File: src/rtl/program_loader_if.sv
// program_loader_if: bundle carrying the byte stream from the UART receiver
// and the instruction memory write port. The loader uses the master modport;
// the surrounding environment (receiver + BRAM) uses the slave modport.
interface program_loader_if #(
    parameter int IMEM_ADDR_W = 14
);
    logic [7:0]             rx_data;
    logic                   rx_valid;
    logic [IMEM_ADDR_W-1:0] imem_addr;
    logic [31:0]            imem_din;
    logic                   imem_we;

    modport master (
        input  rx_data,
        input  rx_valid,
        output imem_addr,
        output imem_din,
        output imem_we
    );

    modport slave (
        output rx_data,
        output rx_valid,
        input  imem_addr,
        input  imem_din,
        input  imem_we
    );
endinterface

File: src/rtl/program_loader.sv
// program_loader: receive-side boot loader. After start it takes a big-endian
// 32-bit word count N, then N big-endian words, and writes them to
// consecutive instruction memory addresses starting at 0.
// Optional feature macro: PROGRAM_LOADER_CHECKSUM_EN adds a trailing XOR
// checksum byte over all data bytes; a mismatch raises err.
module program_loader #(
    parameter int IMEM_ADDR_W = 14
) (
    input  logic                  clk,
    input  logic                  rstn,
    input  logic                  start,
    program_loader_if.master      bus,
    output logic                  busy,
    output logic                  done,
    output logic                  err,
    output logic [IMEM_ADDR_W:0]  words_loaded
);

    typedef enum logic [2:0] {
        ST_IDLE,
        ST_LEN,
        ST_DATA,
`ifdef PROGRAM_LOADER_CHECKSUM_EN
        ST_CSUM,
`endif
        ST_FIN
    } state_t;

    localparam logic [32:0]          CAPACITY = 33'd1 << IMEM_ADDR_W;
    localparam logic [IMEM_ADDR_W:0] WL_ONE   = 1;

    state_t                 state_q, state_d;
    logic [1:0]             byte_cnt_q, byte_cnt_d;
    logic [31:0]            len_q, len_d;
    logic [23:0]            word_q, word_d;
    logic [IMEM_ADDR_W:0]   words_loaded_q, words_loaded_d;
    logic                   imem_we_q, imem_we_d;
    logic [IMEM_ADDR_W-1:0] imem_addr_q, imem_addr_d;
    logic [31:0]            imem_din_q, imem_din_d;
    logic                   busy_q, busy_d;
    logic                   done_q, done_d;
    logic                   err_q, err_d;
    logic [31:0]            len_next;
    logic [31:0]            word_next;
    logic [IMEM_ADDR_W:0]   wl_next;
`ifdef PROGRAM_LOADER_CHECKSUM_EN
    logic [7:0]             csum_q, csum_d;
`endif

    // Next-state logic: byte collection, word assembly, write issue and status.
    always_comb begin
        state_d        = state_q;
        byte_cnt_d     = byte_cnt_q;
        len_d          = len_q;
        word_d         = word_q;
        words_loaded_d = words_loaded_q;
        imem_we_d      = 1'b0;
        imem_addr_d    = imem_addr_q;
        imem_din_d     = imem_din_q;
        busy_d         = busy_q;
        done_d         = done_q;
        err_d          = err_q;
`ifdef PROGRAM_LOADER_CHECKSUM_EN
        csum_d         = csum_q;
`endif
        len_next  = {len_q[23:0], bus.rx_data};
        word_next = {word_q, bus.rx_data};
        wl_next   = words_loaded_q + WL_ONE;

        case (state_q)
            ST_IDLE, ST_FIN: begin
                // FIN entered from the last data write raises done one cycle later
                if (state_q == ST_FIN) begin
                    done_d = 1'b1;
                    busy_d = 1'b0;
                end
                // start wins over a byte arriving in the same cycle
                if (start) begin
                    state_d        = ST_LEN;
                    byte_cnt_d     = 2'd0;
                    words_loaded_d = '0;
                    err_d          = 1'b0;
                    done_d         = 1'b0;
                    busy_d         = 1'b1;
`ifdef PROGRAM_LOADER_CHECKSUM_EN
                    csum_d         = 8'd0;
`endif
                end
            end
            ST_LEN: begin
                if (bus.rx_valid) begin
                    len_d      = len_next;
                    byte_cnt_d = byte_cnt_q + 2'd1;
                    if (byte_cnt_q == 2'd3) begin
                        if ({1'b0, len_next} > CAPACITY) begin
                            err_d   = 1'b1;
                            done_d  = 1'b1;
                            busy_d  = 1'b0;
                            state_d = ST_FIN;
                        end else if (len_next == 32'd0) begin
`ifdef PROGRAM_LOADER_CHECKSUM_EN
                            state_d = ST_CSUM;
`else
                            done_d  = 1'b1;
                            busy_d  = 1'b0;
                            state_d = ST_FIN;
`endif
                        end else begin
                            state_d = ST_DATA;
                        end
                    end
                end
            end
            ST_DATA: begin
                if (bus.rx_valid) begin
                    word_d     = word_next[23:0];
                    byte_cnt_d = byte_cnt_q + 2'd1;
`ifdef PROGRAM_LOADER_CHECKSUM_EN
                    csum_d     = csum_q ^ bus.rx_data;
`endif
                    if (byte_cnt_q == 2'd3) begin
                        imem_we_d      = 1'b1;
                        imem_addr_d    = words_loaded_q[IMEM_ADDR_W-1:0];
                        imem_din_d     = word_next;
                        words_loaded_d = wl_next;
                        if (32'(wl_next) == len_q) begin
`ifdef PROGRAM_LOADER_CHECKSUM_EN
                            state_d = ST_CSUM;
`else
                            state_d = ST_FIN;
`endif
                        end
                    end
                end
            end
`ifdef PROGRAM_LOADER_CHECKSUM_EN
            ST_CSUM: begin
                if (bus.rx_valid) begin
                    err_d   = (bus.rx_data != csum_q);
                    done_d  = 1'b1;
                    busy_d  = 1'b0;
                    state_d = ST_FIN;
                end
            end
`endif
            default: begin
                state_d = ST_IDLE;
            end
        endcase
    end

    // State and registered outputs; reset drops any load in progress.
    always_ff @(posedge clk or negedge rstn) begin
        if (!rstn) begin
            state_q        <= ST_IDLE;
            byte_cnt_q     <= 2'd0;
            len_q          <= 32'd0;
            word_q         <= 24'd0;
            words_loaded_q <= '0;
            imem_we_q      <= 1'b0;
            imem_addr_q    <= '0;
            imem_din_q     <= 32'd0;
            busy_q         <= 1'b0;
            done_q         <= 1'b0;
            err_q          <= 1'b0;
`ifdef PROGRAM_LOADER_CHECKSUM_EN
            csum_q         <= 8'd0;
`endif
        end else begin
            state_q        <= state_d;
            byte_cnt_q     <= byte_cnt_d;
            len_q          <= len_d;
            word_q         <= word_d;
            words_loaded_q <= words_loaded_d;
            imem_we_q      <= imem_we_d;
            imem_addr_q    <= imem_addr_d;
            imem_din_q     <= imem_din_d;
            busy_q         <= busy_d;
            done_q         <= done_d;
            err_q          <= err_d;
`ifdef PROGRAM_LOADER_CHECKSUM_EN
            csum_q         <= csum_d;
`endif
        end
    end

    assign bus.imem_we   = imem_we_q;
    assign bus.imem_addr = imem_addr_q;
    assign bus.imem_din  = imem_din_q;
    assign busy          = busy_q;
    assign done          = done_q;
    assign err           = err_q;
    assign words_loaded  = words_loaded_q;

endmodule

File: src/flat_wrapper.sv
// flat-port wrapper written by rule: the top's interface ports become plain ports
module program_loader_flat 
#(
    parameter int IMEM_ADDR_W = 14
)
  (clk, rstn, start, busy, done, err, words_loaded, bus_rx_data, bus_rx_valid, bus_imem_addr, bus_imem_din, bus_imem_we);
  program_loader_if #(.IMEM_ADDR_W(IMEM_ADDR_W)) bus_i ();
  input  logic clk;
  input  logic rstn;
  input  logic start;
  output logic busy;
  output logic done;
  output logic err;
  output logic [IMEM_ADDR_W:0] words_loaded;
  input wire logic [$bits(bus_i.rx_data)-1:0] bus_rx_data;
  input wire logic [$bits(bus_i.rx_valid)-1:0] bus_rx_valid;
  output wire logic [$bits(bus_i.imem_addr)-1:0] bus_imem_addr;
  output wire logic [$bits(bus_i.imem_din)-1:0] bus_imem_din;
  output wire logic [$bits(bus_i.imem_we)-1:0] bus_imem_we;
  assign bus_i.rx_data = bus_rx_data;
  assign bus_i.rx_valid = bus_rx_valid;
  assign bus_imem_addr = bus_i.imem_addr;
  assign bus_imem_din = bus_i.imem_din;
  assign bus_imem_we = bus_i.imem_we;
  program_loader #(.IMEM_ADDR_W(IMEM_ADDR_W)) u_core (.clk(clk), .rstn(rstn), .start(start), .bus(bus_i), .busy(busy), .done(done), .err(err), .words_loaded(words_loaded));
endmodule
File: config.mk
export PLATFORM = sky130hd
export DESIGN_NAME = program_loader_flat
export DESIGN_NICKNAME = d
export VERILOG_FILES = /design/src/rtl/program_loader_if.sv /design/src/rtl/program_loader.sv /design/src/flat_wrapper.sv
export SDC_FILE = /design/constraint.sdc
export NUM_CORES = 1
export LEC_CHECK = 0
export BUFFER_PORTS_ARGS = -buffer_cell sky130_fd_sc_hd__buf_4
export CORE_ASPECT_RATIO = 1.75
export CORE_MARGIN = 8
export CORE_UTILIZATION = 60
export CTS_BUF_LIST = sky130_fd_sc_hd__clkbuf_16
export DETAILED_ROUTE_END_ITERATION = 8
export GPL_ROUTABILITY_DRIVEN = 0
export PLACE_DENSITY = 0.83
export SYNTH_ARGS = -nofsm -noshare
export SYNTH_HDL_FRONTEND = slang
export SYNTH_SLANG_ARGS = --single-unit
export TNS_END_PERCENT = 5
File: constraint.sdc
create_clock -name clk -period 6.1 [get_ports clk]
set_input_delay 0.305 -clock clk [delete_from_list [all_inputs] [get_ports clk]]
set_output_delay 0.305 -clock clk [all_outputs]
set_load 0.05 [all_outputs]
==> results.md <==
Run status:
- The run finished with clean final reports.

Yosys:
- The number of different library cells used by synthesis comes to 45.
- The async set or reset register ratio after synthesis is 100.0%.
- Synthesis produced a netlist with a net count of 546.
- The biggest area consumer among synthesized cells is dfrtp_1.
- The mapped netlist covers 5559 um2.
- The number of flip-flops and latches in the synthesized netlist is 125.
- By area the synthesized netlist is led by dfrtp_1 (56%), mux2_2 (12%), nand2_1 (11%), xnor2_1 (3.0%), o21ai_0 (2.4%).
- For this run, the number of Yosys warnings is 0.
- Sequential cells were found to cover 56.27% of the synthesized design area.
- A synthesized cell averages 10.51 um2.
- The leading register cell type out of synthesis is dfrtp_1.
- The number of enable-type register cells in the synthesized netlist is 0.
- Synthesis produced 529 cells.
- The top cell type by area accounts for 56.27% of the synthesized area.

Timing:
- The hold violation total from the final report is 0.
- Setup repair after global routing left no endpoint under its margin.
- For the final database, setup skew stands at 0.006213 ns.
- Based on the critical path, the design can be clocked at up to 0.3070 GHz.
- Measured against its own limit, the worst slew margin works out to 32.52%.
- The transition time at the pin with the least slew margin is 1.012 ns.
- The smallest hold slack is 0.1368 ns.
- After layout, the minimum clock period comes to 3.257 ns.
- Setup total negative slack on the finished layout was measured at 0 ns.
- The part of the cycle the worst path needs is 53.40%.
- The number of max-slew violations in the final report is 0.
- The least setup slack across all paths after layout is 2.843 ns.
- Setup violations remaining at the end of the flow were counted as 0.

Worst setup path:
- The critical path goes through inv_1, ha_1, nand3_2, inv_1, buf_4, nand2_1, a21oi_1, o21ai_0, o21ai_0.
- In this run the register-to-register setup slack is 2.84 ns.
- For the worst setup path, the data required time is 6.43 ns.
- The start of the worst register-to-register path is u_core.state_q[0]$_DFFE_PN0P_.
- The largest individual stage delay along the critical path comes from the cell nand3_2.
- The critical path is of the reg2reg type.
- The endpoint of the most critical register-to-register path is u_core.words_loaded[8]$_DFFE_PN0P_.
- Following the worst setup path forward leads to its endpoint at u_core.words_loaded[8]$_DFFE_PN0P_.
- The top cell family by delay on the critical path is simple AND/OR/NAND/NOR gates.
- The critical path starts at u_core.state_q[0]$_DFFE_PN0P_.
- The signal arrival time at the worst endpoint is 3.59 ns.
- The startpoint class of the critical path is a flip-flop.
- In this run the number of cells on the critical path is 9.
- The worst setup path is captured at a flip-flop.
- The largest fanout of any net on the critical path is 52.
- The largest stage delay on the critical path is 0.78 ns.
- The buffering stage count on the worst path with inverters included is 3.
- For the worst flop-to-flop path, the logic depth is 9.

Worst hold path:
- The path class of the tightest hold or removal check is in2reg.
- The critical hold path startpoint is bus_rx_data[0].

Clock tree:
- After clock tree synthesis, the clock-pin slew on the worst setup and hold paths is 0.06 ns.
- The number of setup buffers added after CTS is 0.
- The number of buffers created by CTS is 17.
- The total of hold buffers inserted after clock tree synthesis is 1.
- The number of sinks on the clock net is 125.
- The root buffer selected by CTS is clkbuf_16.
- The clock insertion delay at the later pin of the skew report is 0.41 ns.
- The number of levels the H-tree was split into is 4.
- Post-CTS repair changed the size of 0 cells.
- The clock passes through at most 2 buffers.
- The clock tree from TritonCTS is done.

Final layout:
- The most common library cell in the layout ignoring fill and taps is nand2_1.
- The number of antenna cells inserted is 0.
- The area growth from synthesis to layout is 22.35%.
- In the final layout, the multi-input gates occupy 2315 um2.
- Measured on the finished design, the core utilization comes to 75.27%.
- The total non-filler cell area in the finished layout is 6802 um2.
- Cells with a size suffix above 1 make up 28.41% of the layout.
- The total number of nets in the final design is 621.
- The count of cells in the finished layout, fillers not included, comes to 736.
- The top cell types in the final layout, fill and taps aside, are nand2_1 (167), dfrtp_1 (125), buf_4 (79).
- The register cell area after layout is 3128 um2.
- Fill cells in the final layout number 588.

Power:
- The total chip power is 3.390 mW.
- In this run the static leakage power is 3.411 nW.
- The power per cell area is 498.4 nW/um2.
- The maximum vdd drop is 0.3604 mV.

Routing:
- Dividing the detail-routed via count by the number of cells gives 5.814.
- The average wire per cell in the routed design is 18.55 um.
- The routed via count is 4279.
- The routed design has 13660 um of wire.
- The first TritonRoute pass finished after 5 iterations.
- In this run, the number of DRC markers left after iteration 0 of detailed routing was 437.
- The remaining antenna violation count is 0.
- After detailed routing, the number of remaining DRC violations is 0.

Die:
- The starting density of the core is 61.52%.
- The top-level I/O count is 77.
- After floorplanning, the core was sized to cover 9036 um2.
- The floorplan die area is 12720 um2.
- The number of placement rows is 46.
- From left edge to right edge, the die measures 88.76 um.
- The die is 143.3 um tall.

Place:
- The worst slack at placement is 2.981 ns.
- The number of instances in the placed design is 704.
- The placed standard-cell area is 6212 um2.
- The HPWL after detailed placement is 9259 um.
- During placement, the flow inserted port buffers numbering 76.

Run:
- Across the run, the number of max-cap violations was 0.

Global route:
- The number of antenna violations at the first check in global routing was 0.
- After global routing the overflow that remains totals 0.
- The pin count of the biggest net entering global routing is 85.
- The first global-routing pass estimated 22140 um of wire.
- The via count of the first global-routing pass came to 4349.
- The all-layer global routing usage is 23.03%.
==> cells by family after synthesis <==
logic type | Yosys count | share of synthesized area, %
AOI/OAI and AO/OA | 52 | 5.740
xor gates and xnor gates | 22 | 3.466
adders and majority gates | 5 | 1.125
buffers and inverters | 31 | 2.183
DFF | 125 | 56.27
muxes | 60 | 12.11
and+or+nand+nor | 234 | 19.11
==> layer usage <==
metal / part of all wire, % / global-route usage (%)
met1: 36 / 24.37
met2: 53 / 39.13
met3: 6.4 / 7.323
met4: 4.3 / 12.20
met5: 0 / 0
==> final cells by class <==
cell class                      count  share of cell area [%]
Sequential cell                   125                   45.99
Multi-Input combinational cell    373                   34.03
Timing Repair Buffer               80                   8.867
Clock buffer                       17                   6.255
Clock inverter                     14                   2.263
Tap cell                          120                   2.208
Inverter                            7                  0.3863
==> worst reg2reg max path: cells and delay by family (launching register included) <==
family,cells,cell delay [ns]
fa+ha+maj,1,0.25
buf+inv,3,0.79
simple gates,2,1.23
flops,1,0.40
compound gates,3,0.51
==> sequential cells by signal, summed over array words and instances (netlist names) <==
name                  flops
u_core.bus.imem_we        1
u_core.words_loaded      15
u_core.word_q            24
u_core.done               1
u_core.byte_cnt_q         2
u_core.bus.imem_addr     14
u_core.bus.imem_din      32
u_core.len_q             32
u_core.state_q            2
u_core.err                1
u_core.busy               1
==> cells in the mapped netlist, types with 6 or more instances <==
library cell / number
o31ai_1: 6
buf_1: 9
nor4_1: 7
xnor2_1: 19
nand2_1: 167
clkbuf_1: 11
nor2_1: 22
o21ai_0: 27
nand3_1: 11
dfrtp_1: 125
inv_1: 7
mux2_2: 58
==> power by group <==
group / total, mW / internal (mW) / switching [mW]
sequential: 1.33 / 1.10 / 0.230
clock: 0.991 / 0.632 / 0.359
combinational: 1.07 / 0.438 / 0.628
total: 3.39 / 2.17 / 1.22
==> worst min path at each step <==
stage / slack [ns] / cells past startpoint / end
2_1_floorplan: 0.009 / 0 / u_core.bus.imem_addr[0]$_DFFE_PN0P_
3_3_place_gp: 0.31 / 1 / u_core.bus.imem_addr[3]$_DFFE_PN0P_
3_5_place_dp: 0.33 / 1 / u_core.bus.imem_addr[3]$_DFFE_PN0P_
4_1_cts: 0.12 / 3 / u_core.bus.imem_din[0]$_DFFE_PN0P_
5_1_grt: 0.14 / 3 / u_core.bus.imem_din[0]$_DFFE_PN0P_
6_report: 0.14 / 3 / u_core.bus.imem_din[0]$_DFFE_PN0P_
(Power assumes the default switching activity.)
